**src/rtl/noc.sv**
```systemverilog
// Shared NoC types plus the header layout and XY lookahead helper for local injection.
package noc;

    localparam int unsigned CoordWidth = 3;
    localparam int unsigned UserWidth  = 15;
    localparam int unsigned RouteWidth = 5;

    typedef logic [CoordWidth-1:0] coord_t;

    typedef struct packed {
        coord_t x;
        coord_t y;
    } xy_t;

    typedef struct packed {
        logic head;
        logic tail;
    } preamble_t;

    // Header flit data field positions (LSB of each field).
    localparam int unsigned HdrSrcYLsb  = 29;
    localparam int unsigned HdrSrcXLsb  = 26;
    localparam int unsigned HdrDstYLsb  = 23;
    localparam int unsigned HdrDstXLsb  = 20;
    localparam int unsigned HdrRouteLsb = 15;
    localparam int unsigned HdrUserLsb  = 0;

    // Output-port one-hot encodings of the router.
    localparam logic [RouteWidth-1:0] kN = 5'b00001;
    localparam logic [RouteWidth-1:0] kS = 5'b00010;
    localparam logic [RouteWidth-1:0] kW = 5'b00100;
    localparam logic [RouteWidth-1:0] kE = 5'b01000;
    localparam logic [RouteWidth-1:0] kP = 5'b10000;

    // Dimension-ordered routing: resolve X first, then Y, else eject locally.
    function automatic logic [RouteWidth-1:0] xy_lookahead(xy_t pos, xy_t dst);
        logic [RouteWidth-1:0] route;
        route = kP;
        if (dst.x > pos.x) begin
            route = kE;
        end else if (dst.x < pos.x) begin
            route = kW;
        end else if (dst.y > pos.y) begin
            route = kS;
        end else if (dst.y < pos.y) begin
            route = kN;
        end
        return route;
    endfunction

endpackage

```
**src/rtl/lookahead_local_injector.sv**
```systemverilog
// Local network interface: frames descriptors and payload words into flits for the router P input.
module lookahead_local_injector
    import noc::*;
#(
    parameter int unsigned Width    = 34,
    parameter int unsigned LenWidth = 4
) (
    input  logic                                 clk,
    input  logic                                 rst,
    input  logic [CoordWidth-1:0]                CONST_localx,
    input  logic [CoordWidth-1:0]                CONST_localy,
    input  logic                                 pkt_valid,
    output logic                                 pkt_ready,
    input  logic [CoordWidth-1:0]                pkt_dst_x,
    input  logic [CoordWidth-1:0]                pkt_dst_y,
    input  logic [UserWidth-1:0]                 pkt_user,
    input  logic [LenWidth-1:0]                  pkt_len,
    input  logic                                 pay_valid,
    output logic                                 pay_ready,
    input  logic [Width-$bits(preamble_t)-1:0]   pay_data,
    output logic [Width-1:0]                     data_out,
    output logic                                 data_void_out,
    input  logic                                 stop_in
);

    localparam int unsigned DataWidth = Width - $bits(preamble_t);

    typedef enum logic [1:0] {
        IDLE    = 2'd0,
        HEAD    = 2'd1,
        PAYLOAD = 2'd2
    } state_t;

    state_t                 state_q;
    state_t                 state_d;
    logic [LenWidth-1:0]    remaining_q;
    logic [LenWidth-1:0]    remaining_d;
    xy_t                    dst_q;
    logic [UserWidth-1:0]   user_q;
    logic [LenWidth-1:0]    len_q;
    logic                   latch;
    logic                   load;
    logic [Width-1:0]       flit_d;
    logic [DataWidth-1:0]   hdr;
    xy_t                    pos;
    preamble_t              pre;

    // Next-state, flit formation and payload handshake.
    always_comb begin
        state_d     = state_q;
        remaining_d = remaining_q;
        latch       = 1'b0;
        load        = 1'b0;
        flit_d      = '0;
        pay_ready   = 1'b0;
        pre         = '0;
        pos         = '{x: CONST_localx, y: CONST_localy};

        hdr                                 = '0;
        hdr[HdrSrcYLsb  +: CoordWidth]      = CONST_localy;
        hdr[HdrSrcXLsb  +: CoordWidth]      = CONST_localx;
        hdr[HdrDstYLsb  +: CoordWidth]      = dst_q.y;
        hdr[HdrDstXLsb  +: CoordWidth]      = dst_q.x;
        hdr[HdrRouteLsb +: RouteWidth]      = xy_lookahead(pos, dst_q);
        hdr[HdrUserLsb  +: UserWidth]       = user_q;

        case (state_q)
            IDLE: begin
                if (pkt_valid && pkt_ready) begin
                    latch   = 1'b1;
                    state_d = HEAD;
                end
            end
            HEAD: begin
                if (!stop_in) begin
                    load     = 1'b1;
                    pre.head = 1'b1;
                    pre.tail = (len_q == '0);
                    flit_d   = {pre, hdr};
                    if (len_q == '0) begin
                        state_d = IDLE;
                    end else begin
                        remaining_d = len_q;
                        state_d     = PAYLOAD;
                    end
                end
            end
            PAYLOAD: begin
                pay_ready = !stop_in;
                if (pay_valid && !stop_in) begin
                    load        = 1'b1;
                    pre.tail    = (remaining_q == LenWidth'(1));
                    flit_d      = {pre, pay_data};
                    remaining_d = remaining_q - LenWidth'(1);
                    if (remaining_q == LenWidth'(1)) begin
                        state_d = IDLE;
                    end
                end
            end
            default: begin
                state_d = IDLE;
            end
        endcase
    end

    // State, descriptor latch and output flit register.
    always_ff @(posedge clk) begin
        if (!rst) begin
            state_q       <= IDLE;
            remaining_q   <= '0;
            dst_q         <= '0;
            user_q        <= '0;
            len_q         <= '0;
            data_out      <= '0;
            data_void_out <= 1'b1;
            pkt_ready     <= 1'b0;
        end else begin
            state_q       <= state_d;
            remaining_q   <= remaining_d;
            data_void_out <= !load;
            pkt_ready     <= (state_d == IDLE);
            if (latch) begin
                dst_q  <= '{x: pkt_dst_x, y: pkt_dst_y};
                user_q <= pkt_user;
                len_q  <= pkt_len;
            end
            if (load) begin
                data_out <= flit_d;
            end
        end
    end

endmodule

```
**config.mk**
```make
export PLATFORM = sky130hd
export DESIGN_NAME = lookahead_local_injector
export DESIGN_NICKNAME = d
export VERILOG_FILES = /design/src/rtl/noc.sv /design/src/rtl/lookahead_local_injector.sv
export SDC_FILE = /design/constraint.sdc
export NUM_CORES = 1
export LEC_CHECK = 0
export CORE_ASPECT_RATIO = 0.9
export CORE_MARGIN = 10
export CORE_UTILIZATION = 60
export CTS_CLUSTER_DIAMETER = 60
export CTS_CLUSTER_SIZE = 16
export DETAILED_ROUTE_END_ITERATION = 8
export DONT_BUFFER_PORTS = 1
export GPL_ROUTABILITY_DRIVEN = 0
export HOLD_SLACK_MARGIN = 0.08
export PLACE_DENSITY = 0.75
export SKIP_CTS_REPAIR_TIMING = 1
export SLEW_MARGIN = 20
export SYNTH_ARGS = -nofsm -noshare
export SYNTH_HDL_FRONTEND = slang
export SYNTH_SLANG_ARGS = --single-unit
export TNS_END_PERCENT = 100
```
**constraint.sdc**
```tcl
create_clock -name clk -period 4.9 [get_ports clk]
set_input_delay 0.49 -clock clk [delete_from_list [all_inputs] [get_ports clk]]
set_output_delay 0.49 -clock clk [all_outputs]
set_load 0.03 [all_outputs]
```
# Yosys cells after proc, flatten, opt, wreduce, memory -nomap -nowiden
# Index checks and enable logic that the tools add are counted.
dict set report totals {
  reg_bits 67
  out_inout_bits 37
  elab_cells 52
}
dict set report op_classes {
  add_sub_neg 1
  magnitude_cmp 4
  eq_ne 6
  muxes 23
  reduce_logical 9
}
# cell count
set op_table {}
lappend op_table {{case mux 34 bit (2 select lines)} 1}
lappend op_table {{two-way mux 34 bit} 1}
lappend op_table {{two-way mux 33 bit} 1}
lappend op_table {{two-way mux 5 bit} 4}
lappend op_table {{two-way mux 4 bit} 3}
lappend op_table {{two-way mux 2 bit} 5}
lappend op_table {{case mux 4 bit (2 select lines)} 1}
lappend op_table {{> comparator 3 bit} 2}
lappend op_table {{< comparator 3 bit} 2}
lappend op_table {{inequality test 2 bit, second input constant} 3}
lappend op_table {{case mux 2 bit (3 select lines)} 1}
lappend op_table {{two-way mux 1 bit} 5}
lappend op_table {{equality test 4 x 1 -> 1 bit, second input constant} 1}
lappend op_table {{logical NOT 2 bit} 2}
lappend op_table {{logical NOT 4 bit} 1}
lappend op_table {{AND reduction 4 bit} 1}
lappend op_table {{subtractor 4 x 1 -> 4 bit, second input constant} 1}
lappend op_table {{equality test 2 x 1 -> 1 bit, second input constant} 1}
lappend op_table {{equality test 2 bit, second input constant} 1}
lappend op_table {{logical AND 1 bit} 2}
lappend op_table {{logical NOT 1 bit} 2}
lappend op_table {{case mux 1 bit (2 select lines)} 1}
lappend op_table {{nonzero test 2 bit} 1}

# Longest topological paths before layout
dict set report logic_depth {
  word_depth 7
  mapped_depth 9
  depth_no_buf 6
}

# Worst setup path before layout
# No wires, ideal clock.
dict set report synth_path {
  path_kind {register to output}
  startpoint {register state_q[0]}
  endpoint {output pay_ready}
  t_arrival_ns 1.436
  required_time_ns 4.410
  path_slack_ns 2.974
  stages_incl_launch_ff 6
  n_path_buf 2
  cell_sequence {dfxtp_1 -> inv_1 -> ha_1 -> buf_4 -> clkbuf_1 -> nor2b_1}
}
dict set report synth_between {
  elab_chain_len 2
}
# element line
set synth_lines {}
lappend synth_lines {{from (decl)} lookahead_local_injector.sv:34} ;# state_t state_q;
lappend synth_lines {{from (signal assigned)} lookahead_local_injector.sv:118} ;# state_q <= state_d;
lappend synth_lines {{equality test 2 bit} lookahead_local_injector.sv:67} ;# case (state_q)
lappend synth_lines {{two-way mux 1 bit} lookahead_local_injector.sv:67}
lappend synth_lines {{to (decl)} lookahead_local_injector.sv:19} ;# output logic pay_ready,
# No other way between the ends.

# Final worst setup path
dict set report layout_path {
  startpoint {register state_q[0]}
  endpoint {register data_out[32]}
}
dict set report layout_between {
  elab_chain_len 2
  word_cells_on_any_way 4
  classes_between {eq/ne: 2; mux: 2}
}
# element line
set layout_lines {}
lappend layout_lines {{equality test 2 bit or equality test 2 x 1 -> 1 bit (tied branches)} lookahead_local_injector.sv:67}
lappend layout_lines {{case mux 34 bit (2 select lines) or case mux 1 bit (2 select lines) (tied branches)} lookahead_local_injector.sv:67}
lappend layout_lines {{to (signal assigned)} lookahead_local_injector.sv:128} ;# data_out <= flit_d;
lappend layout_lines {{to (decl)} lookahead_local_injector.sv:21} ;# output logic [Width-1:0] data_out,
# Several ways; a longest one is shown, not always the timed one.
# A chain may end at the register's enable or synchronous reset.

==> results.yml <==
worst_setup_path:
  crit_fanout: 32
  crit_end: "data_out[32]$_SDFFE_PN0P_"
  reg2reg_to: "data_out[32]$_SDFFE_PN0P_"
  critPathSlowestCell: "ha_1"
  cp.arrival_ps: 2970
  crit_family: "adder cells"
  cpPeakStageDelay_ps: 930
  ff2ff_setup_slack_ps: 2160
  rr_startpoint: "state_q[0]$_SDFF_PN0_"
  startpoint: "state_q[0]$_SDFF_PN0_"
  ff2ff_path_depth: 5
  cp_num_buf_inv: 1
  cp_cell_sequence: "inv_1 -> ha_1 -> or3b_2 -> a221oi_1 -> nor3b_1"
  crit_type: "reg -> reg"
  startpoint_type: "flop"
  worstPathRequired_ps: 5130
  crit_path_end_kind: "flop"
  cp_num_cells: 5
synth:
  yosysUniqueCellTypes: 40
  synthArstFlopShare_pct: 0
  synth_warnings: 0
  synthCells: 359
  synth_edf_count: 0
  synth_nets: 439
  synth.avg_cell_area_um2: 8.69
  synth.yosys.seq_area_share_pct: 43.0
  synthFlopType: "dfxtp_1"
  synth-seq-cells: 67
  syn-cell-area_um2: 3120
clocking:
  root_buffer: "clkbuf_8"
  clock_latency_ps: 340
  cts_buffers: 9
  cts.clk_slew.worst_paths_ps: 70
  htree_levels: 3
  cts_sinks: 67
  cts.path.max_buffers: 2
  cts_tree: "yes"
timing:
  rsz0062_at_grt: "false"
  finalHoldViolations: 0
  finClkSkew_ps: 6.33
  setup_violations: 0
  hold_ws_ps: 214
  worst_pin_slew_ps: 973
  fin_crit_ps: 2740
  timing.setup.tns_ps: 0
  slew_headroom_pct: 35.2
  finalCritPeriodShare_pct: 56.0
  fmax_ghz: 0.364
  drv_slew: 0
global_routing:
  grt_pass1_wl_um: 12500
  grt_pass1_vias: 2524
  grt_start_max_net_pins: 53
  antenna_found_initial: 0
  grt_overflow: 0
  grt.total_usage_pct: 18.8
hold_path:
  hold_path.class: "in -> reg"
drt:
  post_drt_wl_per_cell_um: 19.0
  drc: 0
  drt-pass1-iter-count: 4
  viasPerCell: 6.10
  routed_wirelength_um: 7820
  drt_iter0_drc: 186
  ant_nets: 0
  vias: 2512
floorplanning:
  core_area_um2: 4920
  die_x_um: 96.0
  die_h_um: 88.4
  start_util_pct: 63.3
  dieArea_um2: 8480
  rows: 24
  pin_count: 105
layout:
  layout_commonest_cell: "dfxtp_1"
  n_antenna_cell: 0
  area_growth_pct: 5.14
  final_cell_mix: "67 x dfxtp_1, 60 x nand2_1, 29 x a22oi_1, 28 x a22o_1, 25 x a21boi_0"
  drive_gt1_share_pct: 5.76
  fillCellCount: 440
  nets: 424
place:
  dp_hpwl_um: 5580
  portBuffers: 0
outcome:
  status: "complete, no violations"
power:
  peakVddDrop_mv: 0.201
  power-per-cell-area_nw_per_um2: 339
  power_leakage_uw: 0.00116
flow_run:
  cap_viol_max_count: 0
-- how the worst min path moves through the flow --
stage	start	end	slack, ps	cells past startpoint
after floorplan	user_q[10]$_SDFFE_PN0P_	user_q[10]$_SDFFE_PN0P_	440	2
after global placement	user_q[12]$_SDFFE_PN0P_	user_q[12]$_SDFFE_PN0P_	450	2
after detailed placement	user_q[9]$_SDFFE_PN0P_	user_q[9]$_SDFFE_PN0P_	460	2
after CTS	rst	data_void_out$_SDFF_PN1_	210	1
after global routing	rst	data_void_out$_SDFF_PN1_	200	1
final	rst	data_void_out$_SDFF_PN1_	210	1
-- worst register-to-register path: stages (launching register included) --
cell,delay [ps]
dfxtp_1,400
inv_1,90
ha_1,930
or3b_2,800
a221oi_1,330
nor3b_1,80
-- per-stage QoR --
stage | total power [uW] | instances | util, % | worst slack [ps] | area (um^2)
3_5_place_dp | 695 | 398 | 62.9 | 2040 | 3100
2_1_floorplan | 678 | 359 | - | 2970 | 3120
3_3_place_gp | 692 | 398 | 62.9 | 2110 | 3100
6_report | 1110 | 412 | 66.6 | 2160 | 3280
5_1_grt | 1170 | 412 | 66.6 | 2000 | 3280
4_1_cts | 1120 | 412 | 66.6 | 2020 | 3280
-- sequential cells by signal (all words and copies together) (netlist names) --
register and cells:
data_out 34, user_q 15, dst_q 6, len_q 4, remaining_q 4, state_q 2
data_void_out 1, pkt_ready 1
-- final cells by class --
class / count / area (um^2) / area share [%]
multi-input combinational: 249 / 1600 / 48.9
sequential: 67 / 1340 / 40.9
clock buffer: 9 / 124 / 3.78
tap: 65 / 81.3 / 2.48
clock inverter: 5 / 56.3 / 1.72
inverter: 15 / 56.3 / 1.72
timing repair buffer: 2 / 15.0 / 0.458
-- where the power goes --
group / internal (uW) / leakage (uW) / total, uW / switching [uW]
combinational: 36.7 / 0.000531 / 99.5 / 62.8
clock: 228 / 0.0000909 / 430 / 202
sequential: 563 / 0.000542 / 582 / 19.6
-- cell usage after synthesis (7+ instances only) --
cell / n / area (um^2)
nor2_1: 20 / 75.1
inv_1: 14 / 52.6
o21ai_0: 7 / 35.0
clkbuf_1: 18 / 67.6
a21boi_0: 25 / 188
a21oi_1: 16 / 80.1
ha_1: 12 / 150
nor2b_1: 16 / 100
dfxtp_1: 67 / 1340
buf_2: 8 / 40.0
a22oi_1: 29 / 218
a22o_1: 28 / 245
nand2_1: 60 / 225
-- layer usage --
layer | up-vias | track usage [%] | wire (um)
li1 | 1240 | - | -
met1 | 1164 | 20.9 | 3040
met2 | 98 | 29.3 | 3640
met3 | 10 | 11.4 | 1030
met4 | 0 | 6.29 | 121
met5 | - | 0 | 0
-- logic make-up after synthesis --
family / after synthesis / synth area share, %
adder cells (fa/ha/maj): 12 / 4.82
multiplexers: 2 / 0.642
AND/OR/NAND/NOR: 117 / 17.7
buffers and inverters: 43 / 5.62
flip-flops: 67 / 43.0
AO/OA/AOI/OAI: 118 / 28.2
No activity file was read; power rests on OpenSTA's default activity.
